## config.mk

```make
export PLATFORM = sky130hd
export DESIGN_NAME = debugger_bus_master_arb
export DESIGN_NICKNAME = d
export VERILOG_FILES = /design/src/rtl/debugger_bus_master_arb.sv
export SDC_FILE = /design/constraint.sdc
export NUM_CORES = 1
export LEC_CHECK = 0
export ABC_CLOCK_PERIOD_IN_PS = 3800
export CAP_MARGIN = 30
export CORE_MARGIN = 4
export CORE_UTILIZATION = 35
export DETAILED_ROUTE_END_ITERATION = 8
export PLACE_DENSITY_LB_ADDON = 0.3
export SYNTH_ARGS = -nofsm -noshare
export SYNTH_HDL_FRONTEND = slang
export SYNTH_SLANG_ARGS = --single-unit
```

## constraint.sdc

```tcl
create_clock -name CLK -period 3.8 [get_ports CLK]
set_clock_uncertainty 0.1 [all_clocks]
set_input_delay 0.76 -clock CLK [delete_from_list [all_inputs] [get_ports CLK]]
set_output_delay 0.76 -clock CLK [all_outputs]
set_load 0.05 [all_outputs]
```

## src/rtl/debugger_bus_master_arb.sv

```systemverilog
// debugger_bus_master_arb: round-robin arbiter for two requesters sharing one
// Z80-style cartridge bus master (T1..T3 cycles, WAIT_n stretching, timeout).
module debugger_bus_master_arb #(
    parameter int DIV      = 30,
    parameter int WAIT_MAX = 255
) (
    input  logic        CLK,
    input  logic        RESET,
    input  logic [1:0]  REQ_VALID,
    output logic [1:0]  REQ_READY,
    input  logic [1:0]  REQ_WR,
    input  logic [1:0]  REQ_IO,
    input  logic [31:0] REQ_ADDR,
    input  logic [15:0] REQ_DATA,
    output logic [1:0]  RSP_VALID,
    output logic [7:0]  RSP_DATA,
    output logic        RSP_TIMEOUT,
    output logic        BUS_CLK,
    output logic [15:0] BUS_ADDR,
    output logic [7:0]  BUS_DOUT,
    input  logic [7:0]  BUS_DIN,
    output logic        MERQ_n,
    output logic        IORQ_n,
    output logic        RD_n,
    output logic        WR_n,
    input  logic        WAIT_n
);

    localparam int DW = (DIV > 1) ? $clog2(DIV) : 1;
    localparam logic [DW-1:0] RISE_CNT = DW'(DIV - 1);
    localparam logic [DW-1:0] FALL_CNT = DW'(DIV / 2 - 1);
    localparam int WCW = 9;
    localparam logic [WCW-1:0] WAIT_LIMIT = WCW'(WAIT_MAX);

    typedef enum logic [3:0] {
        S_IDLE, S_ARMED, S_T1_0, S_T1_1, S_T2_0, S_T2_1,
        S_TW_0, S_TW_1, S_T3_0, S_T3_1
    } state_t;

    state_t           state_q, state_d;
    logic [DW-1:0]    div_q, div_d;
    logic             bus_clk_q, bus_clk_d;
    logic             last_q, last_d;
    logic             own_q, own_d;
    logic             wr_q, wr_d;
    logic             io_q, io_d;
    logic [15:0]      addr_q, addr_d;
    logic [7:0]       wdata_q, wdata_d;
    logic [WCW-1:0]   wait_cnt_q, wait_cnt_d;
    logic [7:0]       rd_byte_q, rd_byte_d;
    logic             done_q, done_d;
    logic             timeout_q, timeout_d;
    logic [1:0]       req_ready_q, req_ready_d;
    logic [1:0]       rsp_valid_q, rsp_valid_d;
    logic [7:0]       rsp_data_q, rsp_data_d;
    logic             rsp_timeout_q, rsp_timeout_d;
    logic [15:0]      bus_addr_q, bus_addr_d;
    logic [7:0]       bus_dout_q, bus_dout_d;
    logic             merq_n_q, merq_n_d;
    logic             iorq_n_q, iorq_n_d;
    logic             rd_n_q, rd_n_d;
    logic             wr_n_q, wr_n_d;

    logic             rise, fall, tick;
    logic             grant_sel;
    logic             strobe_win, cycle_win, write_win;

    // Next-state logic: divider, arbitration, bus FSM, response and registered bus outputs
    always_comb begin
        rise          = (div_q == RISE_CNT);
        fall          = (div_q == FALL_CNT);
        tick          = rise | fall;
        div_d         = rise ? '0 : div_q + DW'(1);
        bus_clk_d     = rise ? 1'b1 : (fall ? 1'b0 : bus_clk_q);

        state_d       = state_q;
        last_d        = last_q;
        own_d         = own_q;
        wr_d          = wr_q;
        io_d          = io_q;
        addr_d        = addr_q;
        wdata_d       = wdata_q;
        wait_cnt_d    = wait_cnt_q;
        rd_byte_d     = rd_byte_q;
        done_d        = 1'b0;
        timeout_d     = timeout_q;
        req_ready_d   = 2'b00;
        rsp_valid_d   = 2'b00;
        rsp_data_d    = rsp_data_q;
        rsp_timeout_d = 1'b0;
        grant_sel     = 1'b0;

        case (state_q)
            S_IDLE: begin
                // Hold off arbitration while a completion is still being reported
                if (!done_q && (REQ_VALID != 2'b00)) begin
                    grant_sel              = (REQ_VALID == 2'b11) ? ~last_q : REQ_VALID[1];
                    req_ready_d[grant_sel] = 1'b1;
                    last_d                 = grant_sel;
                    own_d                  = grant_sel;
                    wr_d                   = REQ_WR[grant_sel];
                    io_d                   = REQ_IO[grant_sel];
                    addr_d                 = grant_sel ? REQ_ADDR[31:16] : REQ_ADDR[15:0];
                    wdata_d                = grant_sel ? REQ_DATA[15:8] : REQ_DATA[7:0];
                    wait_cnt_d             = '0;
                    state_d                = S_ARMED;
                end
            end
            S_ARMED: if (rise) state_d = S_T1_0;
            S_T1_0:  if (tick) state_d = S_T1_1;
            S_T1_1:  if (tick) state_d = S_T2_0;
            S_T2_0:  if (tick) state_d = S_T2_1;
            S_T2_1, S_TW_1: begin
                if (tick) begin
                    if (state_q == S_T2_1 && io_q) begin
                        state_d = S_TW_0;
                    end else if (!WAIT_n) begin
                        if (wait_cnt_q >= WAIT_LIMIT) begin
                            state_d   = S_IDLE;
                            done_d    = 1'b1;
                            timeout_d = 1'b1;
                        end else begin
                            wait_cnt_d = wait_cnt_q + WCW'(2);
                            state_d    = S_TW_0;
                        end
                    end else begin
                        state_d = S_T3_0;
                    end
                end
            end
            S_TW_0:  if (tick) state_d = S_TW_1;
            S_T3_0: begin
                if (tick) begin
                    state_d = S_T3_1;
                    if (!wr_q) rd_byte_d = BUS_DIN;
                end
            end
            S_T3_1: begin
                if (tick) begin
                    state_d   = S_IDLE;
                    done_d    = 1'b1;
                    timeout_d = 1'b0;
                end
            end
            default: state_d = S_IDLE;
        endcase

        if (done_q) begin
            rsp_valid_d[own_q] = 1'b1;
            rsp_timeout_d      = timeout_q;
            rsp_data_d         = timeout_q ? 8'hFF : rd_byte_q;
        end

        strobe_win = (state_d == S_T1_1) || (state_d == S_T2_0) || (state_d == S_T2_1) ||
                     (state_d == S_TW_0) || (state_d == S_TW_1) || (state_d == S_T3_0);
        write_win  = strobe_win && (state_d != S_T1_1);
        cycle_win  = strobe_win || (state_d == S_T1_0) || (state_d == S_T3_1);

        merq_n_d   = !(strobe_win && !io_q);
        iorq_n_d   = !(strobe_win && io_q);
        rd_n_d     = !(strobe_win && !wr_q);
        wr_n_d     = !(write_win && wr_q);
        bus_dout_d = (cycle_win && wr_q) ? wdata_q : 8'h00;
        bus_addr_d = (state_d == S_T1_0) ? addr_q : bus_addr_q;
    end

    // State and output registers with synchronous reset
    always_ff @(posedge CLK) begin
        if (RESET) begin
            state_q       <= S_IDLE;
            div_q         <= '0;
            bus_clk_q     <= 1'b0;
            last_q        <= 1'b1;
            own_q         <= 1'b0;
            wr_q          <= 1'b0;
            io_q          <= 1'b0;
            addr_q        <= 16'h0000;
            wdata_q       <= 8'h00;
            wait_cnt_q    <= '0;
            rd_byte_q     <= 8'h00;
            done_q        <= 1'b0;
            timeout_q     <= 1'b0;
            req_ready_q   <= 2'b00;
            rsp_valid_q   <= 2'b00;
            rsp_data_q    <= 8'h00;
            rsp_timeout_q <= 1'b0;
            bus_addr_q    <= 16'h0000;
            bus_dout_q    <= 8'h00;
            merq_n_q      <= 1'b1;
            iorq_n_q      <= 1'b1;
            rd_n_q        <= 1'b1;
            wr_n_q        <= 1'b1;
        end else begin
            state_q       <= state_d;
            div_q         <= div_d;
            bus_clk_q     <= bus_clk_d;
            last_q        <= last_d;
            own_q         <= own_d;
            wr_q          <= wr_d;
            io_q          <= io_d;
            addr_q        <= addr_d;
            wdata_q       <= wdata_d;
            wait_cnt_q    <= wait_cnt_d;
            rd_byte_q     <= rd_byte_d;
            done_q        <= done_d;
            timeout_q     <= timeout_d;
            req_ready_q   <= req_ready_d;
            rsp_valid_q   <= rsp_valid_d;
            rsp_data_q    <= rsp_data_d;
            rsp_timeout_q <= rsp_timeout_d;
            bus_addr_q    <= bus_addr_d;
            bus_dout_q    <= bus_dout_d;
            merq_n_q      <= merq_n_d;
            iorq_n_q      <= iorq_n_d;
            rd_n_q        <= rd_n_d;
            wr_n_q        <= wr_n_d;
        end
    end

    assign REQ_READY   = req_ready_q;
    assign RSP_VALID   = rsp_valid_q;
    assign RSP_DATA    = rsp_data_q;
    assign RSP_TIMEOUT = rsp_timeout_q;
    assign BUS_CLK     = bus_clk_q;
    assign BUS_ADDR    = bus_addr_q;
    assign BUS_DOUT    = bus_dout_q;
    assign MERQ_n      = merq_n_q;
    assign IORQ_n      = iorq_n_q;
    assign RD_n        = rd_n_q;
    assign WR_n        = wr_n_q;

endmodule
```

* After elaboration in Yosys (flattened, before gate mapping)
Index checks and enable logic that the tools add are counted.
** Word-level totals
- Register bits after elaboration :: 98
** Operators by class
- Magnitude comparators :: 5
- Multiplexer cells :: 45
- Equality and inequality tests :: 28
- Reductions and logical operators :: 38
- Bitwise operators :: 7
- Add/subtract/negate cells :: 2
** Operators with widths (count)
- $mux 9 :: 5
- $mux 4 :: 11
- $pmux 4 s9 :: 1
- $eq 4x3->1 const B :: 8
- $mux 1 :: 19
- $pmux 9 s2 :: 1
- $eq 4x2->1 const B :: 4
- $eq 4x4->1 const B :: 4
- $mux 16 :: 1
- $mux 8 :: 2
- $ne 2x2->1 const B :: 7
- $reduce_and 6->1 :: 2
- $logic_and 1x1->1 :: 10
- $add 9x2->9 const B :: 1
- $ge 9x8->1 const B :: 1
- $reduce_bool 2->1 :: 4
- $reduce_or 2->1 :: 4
- $logic_not 1->1 :: 7
- $logic_or 1x1->1 :: 7
- $not 1->1 :: 6
- $add 5x1->5 const B :: 1
- $eq 5x4->1 const B :: 1
- $eq 5x5->1 const B :: 1
- $eq 4x1->1 const B :: 1
- 12 further kinds :: 16

* Depth between registers and ports, before layout
Gate-level depths: netlist of run 1.
- Depth after elaboration :: 17
- Gate-level depth with buffers :: 9
- Depth with buffers taken out :: 8

* Least setup slack after synthesis of run 1
No wires, ideal clock.
- Path kind :: input to register
- From :: in REQ_VALID[1]
- To :: reg bus_addr_q[10], in the netlist BUS_ADDR[10]
- Stages :: 7
- Path slack :: 1432 ps
- Arrival :: 2197 ps
- Required time :: 3628 ps
- Cell sequence :: nor2_1 -> nor2_1 -> nor4_1 -> a221oi_4 -> nor3_4 -> buf_8 -> mux2i_1
** Between the ends
- Cells in the longest elaborated chain, start to end :: 5
** RTL lines
- start: declaration :: RTL line 9 : input logic [1:0] REQ_VALID,
- $reduce_bool 2->1 :: RTL line 96 : if (!done_q && (REQ_VALID != 2'b00)) begin
- $logic_and 1x1->1 :: RTL line 96
- $mux 4 :: RTL line 96
- $pmux 4 s9 :: RTL line 93 : case (state_q)
- $eq 4x2->1 :: RTL line 164 : bus_addr_d = (state_d == S_T1_0) ? addr_q : bus_addr_q;
- end signal: assignment :: RTL line 211 : bus_addr_q <= bus_addr_d;
- end: declaration :: RTL line 57 : logic [15:0] bus_addr_q, bus_addr_d;
No other way between the ends.
A chain may end at the register's enable or synchronous reset.

* Worst setup path in the final report of run 1
- From :: in REQ_VALID[0]
- To :: reg bus_addr_q[1], in the netlist BUS_ADDR[1]
Same word-level chain as after synthesis.

==> results of run 1 <==
worst reg2reg max path: stages (launching register included):
cell      delay (ns)
dfxtp_1         0.40
ha_1            0.22
mux2i_1         0.17
or2b_2          0.36
a221oi_1        0.38
o22ai_1         0.13
o21ai_1         0.56
nor2_1          0.10
synth_stat cells (all sizes together), types with 3 or more instances:
cell,number
a211oi,36
a21oi,5
and2,3
and3b,3
buf,7
clkbuf,22
dfxtp,97
ha,4
inv,15
mux2i,55
nand2,8
nand2b,34
nand3,8
nor2,87
nor2b,7
nor3,3
nor3b,4
nor4,4
o21ai,9
xor2,6
kinds of logic after synthesis:
kind of cell	Yosys count	synth area share [%]
xor gates and xnor gates	7	1.49
muxes	55	13.4
and+or+nand+nor	170	20.7
buffers and inverters	44	4.47
AOI/OAI and AO/OA	65	11.6
DFF	97	47.1
adders and majority gates	4	1.22
power by group:
group          leakage (uW)  total, uW  switching, uW  internal [uW]
Clock              0.000144        897            420            477
Combinational       0.00113        224            101            122
Sequential         0.000789       1070           21.9           1050
sequential cells by signal, indices dropped and copies added, names as in the netlist:
| register | count |
|---|---|
| done_q | 1 |
| MERQ_n | 1 |
| state_q | 4 |
| wdata_q | 8 |
| BUS_DOUT | 8 |
| RSP_DATA | 8 |
| div_q | 5 |
| REQ_READY | 2 |
| rd_byte_q | 8 |
| addr_q | 16 |
| last_q | 1 |
| RD_n | 1 |
| BUS_CLK | 1 |
| RSP_TIMEOUT | 1 |
| wr_q | 1 |
| IORQ_n | 1 |
| WR_n | 1 |
| BUS_ADDR | 16 |
| io_q | 1 |
| own_q | 1 |
| wait_cnt_q | 8 |
| timeout_q | 1 |
| RSP_VALID | 2 |
metrics by stage:
step / setup WS (ns) / std cells / utilization (%)
global route: 0.878 / 683 / 48.8
detailed placement: 0.709 / 667 / 46.2
floorplan: 1.43 / 442 / -
CTS: 1.07 / 683 / 48.8
global placement: 0.787 / 667 / 46.2
finish: 1.08 / 683 / 48.8
how the worst min path moves through the flow:
stage | startpoint | to | cells after the start
3_5_place_dp | wdata_q[5] | BUS_DOUT[5] | 2
2_1_floorplan | wdata_q[0] | BUS_DOUT[0] | 2
6_report | wdata_q[5] | BUS_DOUT[5] | 2
3_3_place_gp | wdata_q[2] | BUS_DOUT[2] | 2
4_1_cts | wdata_q[5] | BUS_DOUT[5] | 2
5_1_grt | wdata_q[1] | BUS_DOUT[1] | 2
layout make-up:
| type | count | area (um2) |
|---|---|---|
| fillers | 1061 | 5870 |
| multi-input cells | 301 | 2010 |
| flip-flops and latches | 97 | 1940 |
| repair buffers | 111 | 1110 |
| clock buffers | 10 | 239 |
| well taps | 143 | 179 |
| clock inverters | 6 | 61.3 |
| inverters | 15 | 56.3 |
routing by layer:
metal / GRT usage, % / share of wire, % / up-vias / wire [um]
met5: 0 / 0 / - / 0
met4: 4.49 / 1.5 / 0 / 144
met3: 3.73 / 7.5 / 13 / 703
met2: 23.4 / 46 / 95 / 4350
met1: 18.0 / 45 / 1508 / 4190
li1: - / - / 1710 / -
==> impl_metrics.tcl, run 1 <==
set metrics [dict create \
    syn-num-nets 511 \
    drt-wirelength-per-cell_um 13.7 \
    die_x_um 116 \
    cts.sinks 97 \
    die_y_um 116 \
    diodes 0 \
    synthArstFlopShare_pct 0 \
    grtUsageTotal_pct 14.1 \
    path_cells "clkdlybuf4s50_1 > nor2_1 > nor2_1 > nor4_1 > a221oi_4 > nor3_4 > buf_4 > mux2i_1" \
    end_kind "flip-flop" \
    clk_pin_slew_ns 0.07 \
    crit_slowest_cell "clkdlybuf4s50_1" \
    max_freq_ghz 0.368 \
    ys_ff_latch 97 \
    p_total_uw 2190 \
    design.core.area_um2 11500 \
    r2r-end "BUS_DOUT[6]" \
    yosys-top-cells-area "dfxtp_1 47%, mux2i_1 13%, nor2_1 7.8%" \
    insertion_delay_ns 0.34 \
    drive_gt1_share_pct 5.74 \
    vdd_drop_max_uv 247 \
    period_share_pct 71.5 \
    cp_data_arrival_time_ns 2.89 \
    syn_area_um2 4120 \
    cts_buffer_depth 2 \
    via_per_inst 4.87 \
    num_vias 3326 \
    antenna_found_initial 0 \
    cts_root_buf "clkbuf_16" \
    r2r_slack_ns 1.25 \
    yosysUniqueCellTypes 48 \
    layout.nets 604 \
    ff2ff_path_depth 7 \
    slew_headroom_pct 52.6 \
    hpwl_mm 6.81 \
    synthToLayoutAreaGrowth_pct 35.9 \
    hold_viol_final 0 \
    yosysWarnings 0 \
    dieArea_um2 13600 \
    path_delay_family "simple AND/OR/NAND/NOR gates" \
    cp_slowest_stage_delay_ns 0.46 \
    numCtsBuffers 9 \
    drtIter0Drc 223 \
    tightest_slew_ns 0.710 \
    port_buffers 106 \
    cts_hold_buffers 0 \
    place_congestion 0.797 \
    cp_common_cell "nor2_1" \
    synth_top_area_share_pct 47.1 \
    min_period_ns 2.72 \
    critPathRequiredTime_ns 3.97 \
    p_leak_uw 0.00206 \
    cap_violations 0 \
    layout_common_cells "105 x clkdlybuf4s50_1, 97 x dfxtp_1, 86 x nor2_1" \
    hold-worst-slack_ns 0.320 \
    drc_errors 0 \
    synth_ff_type "dfxtp_1" \
    synth_edf_count 0 \
    dpl_cell_area_um2 5300 \
    critPathMaxFanout 16 \
    final_area_um2 5600 \
    initial_core_util_pct 35.9 \
    syn_area_per_cell_um2 9.32 \
    critPathKind "primary input to flip-flop" \
    synthCells 442 \
    p_per_area_nw_per_um2 392 \
    path_buf_inv 2 \
    grt_pass1_vias 3246 \
    fin_tns_setup_ns 0 \
    ys_seq_area_share_pct 47.1 \
    grt_max_degree 59 \
    num_io_pins 107 \
    grt_pass1_wl_mm 15.4 \
    ant_nets 0 \
    cts_tree "yes" \
    critPathCapture "BUS_ADDR[1]" \
    outcome "complete, no violations" \
    std_cell_rows 39 \
    firstDrtPassIters 4 \
    synth_area_leader_cell "dfxtp_1" \
    finalSetupViolCount 0 \
    rsz0062_at_grt "false" \
    reg2reg_from "div_q[0]" \
    cts_setup_buffers 0 \
    crit_cells 8 \
    drt_wl_total_mm 9.38 \
    cts_max_level 3 \
    cts_resized 0 \
    start_kind "primary input" \
    final_common_cell "clkdlybuf4s50_1" \
    slew_viol_final 0 \
    gr-total-overflow 0 \
    startpoint "REQ_VALID[0]" \
    min_path_type "flip-flop to flip-flop" \
]
Note: power is estimated with default switching activity, not from simulation.
==> run 2: changes to the inputs <==
- ABC_CLOCK_PERIOD_IN_PS: 3800 -> 2400
- clock period: 3.8 -> 2.4 ns (I/O delays scaled with it)
==> run 2 against run 1 <==
Count of clock-buffer cells in the layout did not move. Power rose by 59%. Design area rose by 5.9%. Hold slack improved by 0.0030 ns. Sequential power rose by 58%. Routed wire length rose by 2.8%. Utilization rose by 2.9 points. Cell count rose by 3.7%. Worst setup slack got worse by 1.0 ns. Critical path type is now flip-flop to flip-flop. Register-to-register slack got worse by 1.2 ns. Sequential cell count did not move.
==> impl_metrics.tcl, run 2 (synthesis results as in run 1) <==
set metrics [dict create \
    finalSetupViolCount 0 \
    diodes 0 \
    clk_pin_slew_ns 0.07 \
    cts_max_level 3 \
    final_common_cell "clkdlybuf4s50_1" \
    hold_viol_final 0 \
    design.core.area_um2 11500 \
    hold-worst-slack_ns 0.323 \
    critPathMaxFanout 4 \
    die_x_um 116 \
    vdd_drop_max_uv 318 \
    gr-total-overflow 0 \
    firstDrtPassIters 4 \
    std_cell_rows 39 \
    drive_gt1_share_pct 12.4 \
    tightest_slew_ns 0.606 \
    start_kind "flip-flop" \
    port_buffers 106 \
    grtUsageTotal_pct 13.6 \
    place_congestion 0.785 \
    p_per_area_nw_per_um2 589 \
    slew_headroom_pct 59.6 \
    min_to "BUS_DOUT[0]" \
    drc_errors 0 \
    cp_data_arrival_time_ns 2.42 \
    r2r_slack_ns 0.08 \
    drtIter0Drc 250 \
    drt_wl_total_mm 9.65 \
    cap_violations 0 \
    dpl_cell_area_um2 5480 \
    cts.sinks 97 \
    drt-wirelength-per-cell_um 13.6 \
    outcome "complete, no violations" \
    period_share_pct 96.6 \
    die_y_um 116 \
    min_period_ns 2.32 \
    ff2ff_path_depth 11 \
    cts_tree "yes" \
    critPathRequiredTime_ns 2.50 \
    cts_buffer_depth 2 \
    end_kind "flip-flop" \
    cts_hold_buffers 0 \
    via_per_inst 4.82 \
    p_leak_uw 0.00222 \
    grt_pass1_vias 3155 \
    p_total_uw 3490 \
    ant_nets 0 \
    grt_max_degree 51 \
    insertion_delay_ns 0.33 \
    fin_tns_setup_ns 0 \
    dieArea_um2 13600 \
    r2r-end "MERQ_n" \
    numCtsBuffers 9 \
    max_freq_ghz 0.432 \
    hold_depth 2 \
    fill_cells 1069 \
    startpoint "div_q[0]" \
    min_path_type "flip-flop to flip-flop" \
    hpwl_mm 7.00 \
    num_io_pins 107 \
    layout_common_cells "105 x clkdlybuf4s50_1, 94 x dfxtp_1, 86 x nor2_1" \
    slew_viol_final 0 \
    final_area_um2 5920 \
    num_vias 3413 \
    initial_core_util_pct 35.9 \
    grt_pass1_wl_mm 14.8 \
    cts_root_buf "clkbuf_16" \
    antenna_found_initial 0 \
    synthToLayoutAreaGrowth_pct 43.8 \
    reg2reg_from "div_q[0]" \
    min_from "wdata_q[0]" \
    critPathKind "flip-flop to flip-flop" \
    layout.nets 629 \
]
-- run 2: repair_timing --
item,in CTS,in global routing
cloned,0,1
resized for setup,3,22
setup buffers,0,3
endpoints found under the hold margin,0,0
endpoints found under the setup margin,24,26
pin swaps,0,4
-- run 2: layer usage --
metal	up-vias	part of all wire (%)	track usage, %	wire [um]
li1	1747	-	-	-
met5	-	0	0	0
met2	80	49	22.4	4710
met1	1580	43	17.5	4160
met3	6	7.1	3.83	682
met4	0	0.94	3.87	91
-- run 2: per-stage QoR --
step                      worst slack [ns]  util (%)  cells
after floorplan                     0.0392         -    442
after global placement             -0.0175      47.8    688
after detailed placement           -0.0831      47.8    688
after CTS                          0.00536      50.5    704
after global routing               -0.0125      51.7    708
final                               0.0825      51.7    708
-- run 2: layout make-up --
type	count	area [um2]	area share (%)
flip-flops and latches	97	1950	32.9
clock inverters	6	62.6	1.06
well taps	143	179	3.02
clock buffers	10	239	4.03
repair buffers	136	1340	22.6
inverters	15	58.8	0.993
multi-input cells	301	2090	35.4
-- run 2: how the worst max path moves through the flow --
stage,end,slack (ns),depth (start not counted)
2_1_floorplan,BUS_ADDR[10],0.04,9
3_3_place_gp,own_q,-0.02,8
3_5_place_dp,BUS_ADDR[6],-0.08,8
4_1_cts,MERQ_n,0.005,10
5_1_grt,BUS_ADDR[6],-0.01,11
6_report,MERQ_n,0.08,11
-- run 2: critical path, cell delays in order (launching register included) --
cell,delay [ns]
dfxtp_4,0.39
inv_4,0.04
ha_4,0.16
buf_4,0.13
buf_4,0.12
nand2b_1,0.07
o21ai_0,0.07
a22o_1,0.29
a221oi_4,0.29
buf_4,0.17
mux2i_2,0.24
o21ai_0,0.12
-- run 2: where the power goes --
| part | total, uW | leakage [uW] | internal, uW | switching (uW) |
|---|---|---|---|---|
| registers | 1690 | 0.000791 | 1660 | 32.3 |
| logic | 407 | 0.00128 | 230 | 178 |
| clock network | 1390 | 0.000148 | 756 | 630 |
| total | 3490 | 0.00222 | 2650 | 840 |
==> run 3: changes to the inputs <==
- CELL_PAD_IN_SITES_DETAIL_PLACEMENT: not set -> 1
- CELL_PAD_IN_SITES_GLOBAL_PLACEMENT: not set -> 1
- CORE_UTILIZATION: 35 -> 33
==> run 3 against run 2 <==
Sequential share of layout area rose by 0.31 points. Die area is 5.6% higher. Global-route usage is 1.5 points higher. Clock power up 13%. Sequential cell count is the same. Design area is 1.2% lower. Hold slack better by 0.0034 ns. Routed wire length increased by 12%. First-iteration DRC count is 37% lower. Critical path depth fell by 2. Combinational power is 2% lower. Via count rose by 1.2%. Critical endpoint is now rd_byte_q[6]. Largest cell class unchanged. Highest routed layer unchanged.
==> impl_metrics.tcl, run 3 (synthesis results as in run 1) <==
set metrics [dict create \
    outcome "complete, no violations" \
    hpwl_mm 8.01 \
    diodes 0 \
    end_kind "flip-flop" \
    drt-wirelength-per-cell_um 15.0 \
    drt_wl_total_mm 10.8 \
    grt_pass1_vias 3628 \
    layout.nets 620 \
    critPathKind "flip-flop to flip-flop" \
    cts_root_buf "clkbuf_16" \
    synthToLayoutAreaGrowth_pct 42.0 \
    cts_hold_buffers 0 \
    slew_headroom_pct 64.1 \
    tightest_slew_ns 0.536 \
    via_per_inst 4.77 \
    cts_setup_buffers 0 \
    slew_viol_final 0 \
    vdd_drop_max_uv 329 \
    path_cells "inv_1 > ha_4 > mux2i_4 > or2b_2 > buf_4 > or4_1 > buf_6 > mux2i_1 > nor2_1" \
    dieArea_um2 14300 \
    p_per_area_nw_per_um2 627 \
    final_area_um2 5850 \
    drive_gt1_share_pct 9.35 \
    p_switching_uw 813 \
    place_congestion 0.819 \
    port_buffers 106 \
    fin_tns_setup_ns 0 \
    min_period_ns 2.28 \
    fill_cells 1386 \
    cp_slowest_stage_delay_ns 0.51 \
    die_x_um 120 \
    start_kind "flip-flop" \
    num_vias 3453 \
    cts.sinks 97 \
    design.core.area_um2 12100 \
    grt_max_degree 46 \
    hold-worst-slack_ns 0.327 \
    period_share_pct 94.9 \
    clk_pin_slew_ns 0.07 \
    firstDrtPassIters 4 \
    numCtsBuffers 9 \
    p_int_uw 2860 \
    rsz0062_at_grt "false" \
    drtIter0Drc 157 \
    finalSetupViolCount 0 \
    p_leak_uw 0.00217 \
    crit_cells 9 \
    ff2ff_path_depth 9 \
    grtUsageTotal_pct 15.1 \
    ant_nets 0 \
    die_y_um 120 \
    seqPwrFrac_pct 46.3 \
    hold_viol_final 0 \
    dpl_cell_area_um2 5470 \
    critPathRequiredTime_ns 2.52 \
    final_common_cell "clkdlybuf4s50_1" \
    stdcell_count 724 \
    hold_depth 2 \
    cp_data_arrival_time_ns 2.40 \
    cts_buffer_depth 2 \
    antenna_found_initial 0 \
    p_clk_share_pct 42.8 \
    cts_tree "yes" \
    drc_errors 0 \
    num_io_pins 107 \
    insertion_delay_ns 0.33 \
    min_path_type "flip-flop to flip-flop" \
    grt_pass1_wl_mm 17.8 \
    path_delay_family "simple AND/OR/NAND/NOR gates" \
    comb_power_share_pct 10.9 \
    path_buf_inv 3 \
    switching_share_pct 22.2 \
    crit_slowest_cell "or4_1" \
    place_inst 708 \
    gr-total-overflow 0 \
    max_freq_ghz 0.439 \
    critPathMaxFanout 8 \
    cts_max_level 3 \
    std_cell_rows 40 \
    cap_violations 0 \
    layout_common_cells "105 x clkdlybuf4s50_1, 95 x dfxtp_1, 86 x nor2_1" \
    initial_core_util_pct 34.0 \
]
## run 3: cell types whose count changed in the layout (fill, tap and decap cells not counted), sizes merged
| cell | previous run | this run |
|---|---|---|
| buf | 30 | 22 |
| bufinv | 0 | 2 |
| clkbuf | 11 | 12 |
| clkinv | 4 | 1 |
| inv | 17 | 16 |
## run 3: power by group through the flow
stage	combinational, uW	sequential [uW]	clock (uW)
global route	439	1700	1680
CTS	398	1700	1620
finish	400	1700	1570
global placement	378	1730	0
detailed placement	393	1730	0
floorplan	200	1730	0
## run 3: final timing paths
path | slack (ns) | start | to
worst max-delay path | 0.12 | div_q[1] | rd_byte_q[6]
worst min-delay path | 0.33 | wdata_q[4] | BUS_DOUT[4]
worst max register to register | 0.12 | div_q[1] | rd_byte_q[6]
worst min register to register | 0.33 | wdata_q[4] | BUS_DOUT[4]
## run 3: cell type report
type | instances | area [um2] | area share, %
tap | 168 | 210 | 3.59
timing repair buffer | 127 | 1250 | 21.4
inverter | 15 | 56.3 | 0.962
multi-input combinational | 301 | 2050 | 35.1
clock buffer | 12 | 256 | 4.38
sequential | 97 | 1940 | 33.2
clock inverter | 4 | 73.8 | 1.26
## run 3: metrics by stage
stage | total power, uW | setup slack [ns] | utilization [%]
floorplan | 1930 | 0.0392 | -
CTS | 3710 | 0.0158 | 47.9
global placement | 2110 | 0.00202 | 45.2
finish | 3670 | 0.121 | 48.3
detailed placement | 2120 | -0.0751 | 45.2
global route | 3830 | 0.0135 | 48.3
## run 3: per-layer routing
layer  up-vias  global-route usage (%)  wire (um)
li1       1725                       -          -
met1      1657                    18.3       4860
met2        67                    26.7       5410
met3         4                    4.01        504
met4         0                    3.51         76
met5         -                       0          0
## run 3: tightest hold or removal path: stages, from the launching register on
cell and delay, ns:
dfxtp_1 0.31, inv_1 0.05, nor2_1 0.03
## run 3: timing repair
item	in CTS	in global routing
endpoints found under the setup margin	10	30
gates resized for setup	1	9
pin swaps	0	1
endpoints found under the hold margin	0	0
gates cloned	0	0
